File: src/rtl/instr_encoder.sv
// instr_encoder: packs RV32I fields into 32-bit words and streams them
// into instruction memory at auto-incrementing word addresses.
//
// Ports:
//   clk, rst        clock; synchronous active-high reset
//   start           begin a new load session (honoured only when idle)
//   in_valid/ready  field bundle handshake
//   in_fmt          0=R 1=I 2=S 3=B 4=U 5=J (6,7 illegal)
//   in_opcode, in_funct3, in_funct7, in_rs1, in_rs2, in_rd, in_imm
//   mem_we/ready    memory write handshake
//   mem_addr        word address of current write
//   mem_wdata       encoded instruction at FIFO head
//   busy            FIFO non-empty
//   count           words written this session (saturating)
//   err             sticky illegal-format flag

`ifndef DATA_WIDTH
`define DATA_WIDTH 32
`endif
`ifndef REG_ADDR_WIDTH
`define REG_ADDR_WIDTH 5
`endif

module instr_encoder #(
    parameter int          ADDR_WIDTH = 10,
    parameter int unsigned BASE_ADDR  = 0,
    parameter int          FIFO_DEPTH = 4
) (
    input  logic                       clk,
    input  logic                       rst,
    input  logic                       start,
    input  logic                       in_valid,
    output logic                       in_ready,
    input  logic [2:0]                 in_fmt,
    input  logic [6:0]                 in_opcode,
    input  logic [2:0]                 in_funct3,
    input  logic [6:0]                 in_funct7,
    input  logic [`REG_ADDR_WIDTH-1:0] in_rs1,
    input  logic [`REG_ADDR_WIDTH-1:0] in_rs2,
    input  logic [`REG_ADDR_WIDTH-1:0] in_rd,
    input  logic [`DATA_WIDTH-1:0]     in_imm,
    output logic                       mem_we,
    input  logic                       mem_ready,
    output logic [ADDR_WIDTH-1:0]      mem_addr,
    output logic [`DATA_WIDTH-1:0]     mem_wdata,
    output logic                       busy,
    output logic [ADDR_WIDTH:0]        count,
    output logic                       err
);

    localparam int PW = (FIFO_DEPTH > 1) ? $clog2(FIFO_DEPTH) : 1;
    localparam logic [ADDR_WIDTH-1:0] BASE = ADDR_WIDTH'(BASE_ADDR);
    localparam logic [PW:0] FULL_OCC = (PW+1)'(FIFO_DEPTH);

    logic [`DATA_WIDTH-1:0] fifo_q [FIFO_DEPTH];
    logic [`DATA_WIDTH-1:0] fifo_d [FIFO_DEPTH];
    logic [PW-1:0]          wr_ptr_q, wr_ptr_d;
    logic [PW-1:0]          rd_ptr_q, rd_ptr_d;
    logic [PW:0]            occ_q, occ_d;
    logic [ADDR_WIDTH-1:0]  addr_q, addr_d;
    logic [ADDR_WIDTH:0]    count_q, count_d;
    logic                   err_q, err_d;

    logic                   is_r, is_i, is_s, is_b, is_u, is_j;
    logic                   legal, empty, full;
    logic                   accept, push, bad, pop, start_ok;
    logic [`DATA_WIDTH-1:0] enc;

    assign is_r  = (in_fmt == 3'd0);
    assign is_i  = (in_fmt == 3'd1);
    assign is_s  = (in_fmt == 3'd2);
    assign is_b  = (in_fmt == 3'd3);
    assign is_u  = (in_fmt == 3'd4);
    assign is_j  = (in_fmt == 3'd5);
    assign legal = is_r | is_i | is_s | is_b | is_u | is_j;

    assign empty = (occ_q == '0);
    assign full  = (occ_q == FULL_OCC);

    assign in_ready = !full && !rst;
    assign accept   = in_valid && in_ready;
    assign push     = accept && legal;
    assign bad      = accept && !legal;

    // No write may leave during the reset cycle, even with stale entries.
    assign mem_we    = !empty && !rst;
    assign pop       = mem_we && mem_ready;
    assign mem_wdata = mem_we ? fifo_q[rd_ptr_q] : '0;
    assign mem_addr  = addr_q;
    assign busy      = !empty && !rst;
    assign count     = count_q;
    assign err       = err_q;

    // Empty FIFO means no pop can collide with the session restart.
    assign start_ok = start && empty && !rst;

    always_comb begin
        enc = '0;
        unique case (1'b1)
            is_r: enc = {in_funct7, in_rs2, in_rs1, in_funct3,
                         in_rd, in_opcode};
            is_i: enc = {in_imm[11:0], in_rs1, in_funct3,
                         in_rd, in_opcode};
            is_s: enc = {in_imm[11:5], in_rs2, in_rs1, in_funct3,
                         in_imm[4:0], in_opcode};
            is_b: enc = {in_imm[12], in_imm[10:5], in_rs2, in_rs1,
                         in_funct3, in_imm[4:1], in_imm[11],
                         in_opcode};
            is_u: enc = {in_imm[31:12], in_rd, in_opcode};
            is_j: enc = {in_imm[20], in_imm[10:1], in_imm[11],
                         in_imm[19:12], in_rd, in_opcode};
            default: enc = '0;
        endcase
    end

    always_comb begin
        fifo_d   = fifo_q;
        wr_ptr_d = wr_ptr_q;
        rd_ptr_d = rd_ptr_q;
        occ_d    = occ_q;
        addr_d   = addr_q;
        count_d  = count_q;
        err_d    = err_q;

        if (push) begin
            fifo_d[wr_ptr_q] = enc;
            wr_ptr_d         = wr_ptr_q + 1'b1;
        end

        if (pop) begin
            rd_ptr_d = rd_ptr_q + 1'b1;
            addr_d   = addr_q + 1'b1;
            if (count_q != '1) begin
                count_d = count_q + 1'b1;
            end
        end

        unique case ({push, pop})
            2'b10:   occ_d = occ_q + 1'b1;
            2'b01:   occ_d = occ_q - 1'b1;
            default: occ_d = occ_q;
        endcase

        if (start_ok) begin
            addr_d  = BASE;
            count_d = '0;
            err_d   = 1'b0;
        end

        // An illegal bundle in the start cycle belongs to the new session.
        if (bad) begin
            err_d = 1'b1;
        end
    end

    always_ff @(posedge clk) begin
        if (rst) begin
            wr_ptr_q <= '0;
            rd_ptr_q <= '0;
            occ_q    <= '0;
            addr_q   <= BASE;
            count_q  <= '0;
            err_q    <= 1'b0;
        end else begin
            wr_ptr_q <= wr_ptr_d;
            rd_ptr_q <= rd_ptr_d;
            occ_q    <= occ_d;
            addr_q   <= addr_d;
            count_q  <= count_d;
            err_q    <= err_d;
        end
    end

    // Storage needs no reset: occupancy alone decides what is valid.
    always_ff @(posedge clk) begin
        fifo_q <= fifo_d;
    end

endmodule

File: config.mk
export PLATFORM = sky130hd
export DESIGN_NAME = instr_encoder
export DESIGN_NICKNAME = d
export VERILOG_FILES = /design/src/rtl/instr_encoder.sv
export SDC_FILE = /design/constraint.sdc
export NUM_CORES = 1
export LEC_CHECK = 0
export ABC_AREA = 1
export CELL_PAD_IN_SITES_DETAIL_PLACEMENT = 1
export CELL_PAD_IN_SITES_GLOBAL_PLACEMENT = 1
export CORE_MARGIN = 2
export CORE_UTILIZATION = 43
export DETAILED_ROUTE_END_ITERATION = 16
export PLACE_DENSITY = 0.95
export SETUP_SLACK_MARGIN = 0.5
export SYNTH_ARGS = -nofsm -noshare
export SYNTH_HDL_FRONTEND = slang
export SYNTH_SLANG_ARGS = --single-unit
File: constraint.sdc
create_clock -name clk -period 8.4 [get_ports clk]
set_input_delay 1.68 -clock clk [delete_from_list [all_inputs] [get_ports clk]]
set_output_delay 1.68 -clock clk [all_outputs]
set_load 0.01 [all_outputs]
==> flow_summary.json <==
{
  "synthSimpleGateAreaFrac": 0.194,
  "grt_use_total": 0.241,
  "final-setup-viol-count": 0,
  "post-route-drc-count": 0,
  "drive_gt1_frac": 0.0600,
  "tightestPinTransition_ns": 1.15,
  "cap_violations": 0,
  "r2r_slack_ns": 5.87,
  "fmax_mhz": 180,
  "totalWireLength_microns": 20500,
  "synth-xor-area-share": 0.00623,
  "synth.avg_cell_area_sq_um": 9.55,
  "layoutNonFillerInstCount": 1082,
  "cp_cell_sequence": "clkdlybuf4s50_1 -> inv_2 -> nand2_1 -> buf_4 -> a21oi_1 -> clkdlybuf4s50_1",
  "end_kind": "primary output",
  "coreArea_sq_mm": 0.0159,
  "dpl_cell_area_sq_mm": 0.00849,
  "placed_cells": 1051,
  "critPathLaunchType": "primary input",
  "synthToLayoutAreaGrowth_pct": 29.8,
  "synth_nets": 816,
  "firstDrtPassIters": 5,
  "synth_top_cell_by_area": "edfxtp_1",
  "synth_fa_ha_area_frac": 0.0153,
  "cts_buffer_depth": 2,
  "cts_resized": 0,
  "die-width_microns": 132,
  "dieArea_sq_mm": 0.0174,
  "yosysTopAreaCellShare": 0.547,
  "htreeDepth": 4,
  "synth_top_family_by_area": "simple AND/OR/NAND/NOR gates",
  "arrival_ns": 3.86,
  "grt_overflow": 0,
  "drv_slew": 0,
  "cts_root_buf": "clkbuf_16",
  "route.vias.total": 5740,
  "relSlewSlack": 0.230,
  "detail_route.wl_per_cell_microns": 18.9,
  "leakage_uw": 0.00327,
  "crit_type": "primary input to primary output",
  "insertion_delay_ns": 0.43,
  "cp_common_cell": "clkdlybuf4s50_1",
  "cts_tree": "done",
  "start_util": 0.441,
  "hpwl_microns": 13700,
  "synth_seq_cells": 157,
  "status": "complete, no violations",
  "yosys_warnings": 0,
  "cp_slowest_cell": "clkdlybuf4s50_1",
  "first_iter_violations": 406,
  "clkTransAtPathRegs_ns": 0.06,
  "post_cts_buffers": 0,
  "endpoint": "mem_wdata[12]",
  "io_pins": 129,
  "postLayoutCellArea_sq_mm": 0.00912,
  "syn_area_sq_mm": 0.00703,
  "synth_cell_types": 31,
  "worstPathRequired_ns": 6.72,
  "avgViaCountPerCell": 5.30,
  "die_h_microns": 132,
  "slowest_delay_ns": 0.57,
  "finalPower_uw": 1890,
  "ir_drop_v": 0.000158,
  "grt_setup_unrepaired": "no",
  "diodes": 0,
  "critPathMaxFanout": 22,
  "synth_compound_area_frac": 0.105,
  "p_per_area_mw_per_mm2": 208,
  "std_cell_rows": 46,
  "final_common_cell": "nor2_1",
  "synth_area_leaders": "edfxtp_1 55%, nor2_1 8.8%, dfxtp_1 8.3%",
  "ctsHoldBuffers": 0,
  "cts_buffers": 17,
  "ant_nets": 0,
  "syn-instance-count": 736,
  "portBuffers": 128,
  "grt_max_degree": 68,
  "cts_sinks": 157,
  "min_path_type": "flip-flop to flip-flop",
  "setup-tns-final_ns": 0,
  "mostFrequentLayoutCells": "161 x nor2_1, 128 x edfxtp_1, 128 x clkdlybuf4s50_1",
  "hold_violations": 0,
  "antenna_found_initial": 0,
  "r2r-start": "occ_q[1]$_SDFFE_PP0P_",
  "period_share": 0.660,
  "grt_first_pass_wirelength_microns": 32100,
  "synthMuxAreaShare": 0,
  "nets": 934,
  "fin_crit_ns": 5.54,
  "cp-startpoint": "rst",
  "ys_seq_area_frac": 0.630,
  "r2r-end": "fifo_q[118]$_DFFE_PP_",
  "skew_ns": 0.00880,
  "gp_congestion": 0.834,
  "grt_pass1_vias": 6124,
  "r2r_cells": 4
}
-- per-layer routing --
metal,share of wire,global-route usage,up-vias
met1,0.40,0.281,2785
met3,0.042,0.0438,43
met5,0,0,-
met4,0.033,0.104,0
li1,-,-,2728
met2,0.52,0.435,184
-- critical path: cells and delay by family --
family	cells	cell delay (ns)
AO/OA/AOI/OAI	1	0.19
buffers and inverters	4	1.59
AND/OR/NAND/NOR	1	0.39
-- report_power, final --
group | total, uW | switching (uW) | internal, uW
combinational | 197 | 116 | 81.1
clock | 822 | 300 | 522
sequential | 876 | 8.99 | 867
-- worst min-delay path by stage --
stage                     slack, ns  cells past startpoint                    end                  start
final                          0.50                      2       err$_SDFFE_PP0P_       err$_SDFFE_PP0P_
after global routing           0.53                      2       err$_SDFFE_PP0P_       err$_SDFFE_PP0P_
after CTS                      0.51                      2       err$_SDFFE_PP0P_       err$_SDFFE_PP0P_
after detailed placement       0.48                      2       err$_SDFFE_PP0P_       err$_SDFFE_PP0P_
after global placement         0.46                      2       err$_SDFFE_PP0P_       err$_SDFFE_PP0P_
after floorplan                0.47                      2  occ_q[2]$_SDFFE_PP0P_  occ_q[2]$_SDFFE_PP0P_
-- cells by family after synthesis --
| group | count (synthesis) |
|---|---|
| xor+xnor | 5 |
| fa+ha+maj | 8 |
| flops | 157 |
| simple gates | 335 |
| compound gates | 144 |
| buf+inv | 87 |
-- cells in the mapped netlist --
master / instances
clkbuf_1: 17
o21ai_0: 41
nor2_1: 165
xor2_1: 4
inv_1: 45
nor3_1: 2
nor3_2: 1
edfxtp_1: 128
fa_1: 1
inv_2: 9
buf_4: 1
buf_2: 10
ha_1: 7
nor2_4: 1
nor3b_1: 1
buf_6: 1
o2111ai_1: 1
a21oi_1: 57
o21ai_1: 40
dfxtp_1: 29
buf_1: 4
nand3_1: 33
nor2b_1: 1
a31oi_1: 1
nand4_1: 10
o211ai_1: 4
or2_1: 1
nand3_2: 2
xnor2_1: 1
nand2_1: 117
nand2_2: 1
-- flip-flops by register name, summed over array words and instances (netlist names) --
name,count
fifo_q,128
count,11
mem_addr,10
occ_q,3
rd_ptr_q,2
wr_ptr_q,2
err,1
-- cell type report --
cell class,count,area (sq um)
Multi-Input combinational cell,492,2280
Sequential cell,157,4430
Timing Repair Buffer,132,1310
Inverter,54,203
Clock buffer,18,429
Fill cell,1776,6830
Clock inverter,13,198
Tap cell,216,270
-- metrics by stage --
stage          worst slack [ns]  utilization  hold slack [ns]
2_1_floorplan              4.28            -            0.468
5_1_grt                    2.71        0.572            0.531
3_5_place_dp               2.83        0.533            0.481
3_3_place_gp               2.97        0.533            0.463
6_report                   2.86        0.572            0.504
4_1_cts                    2.82        0.572            0.510
Note: power is estimated with default switching activity, not from simulation.
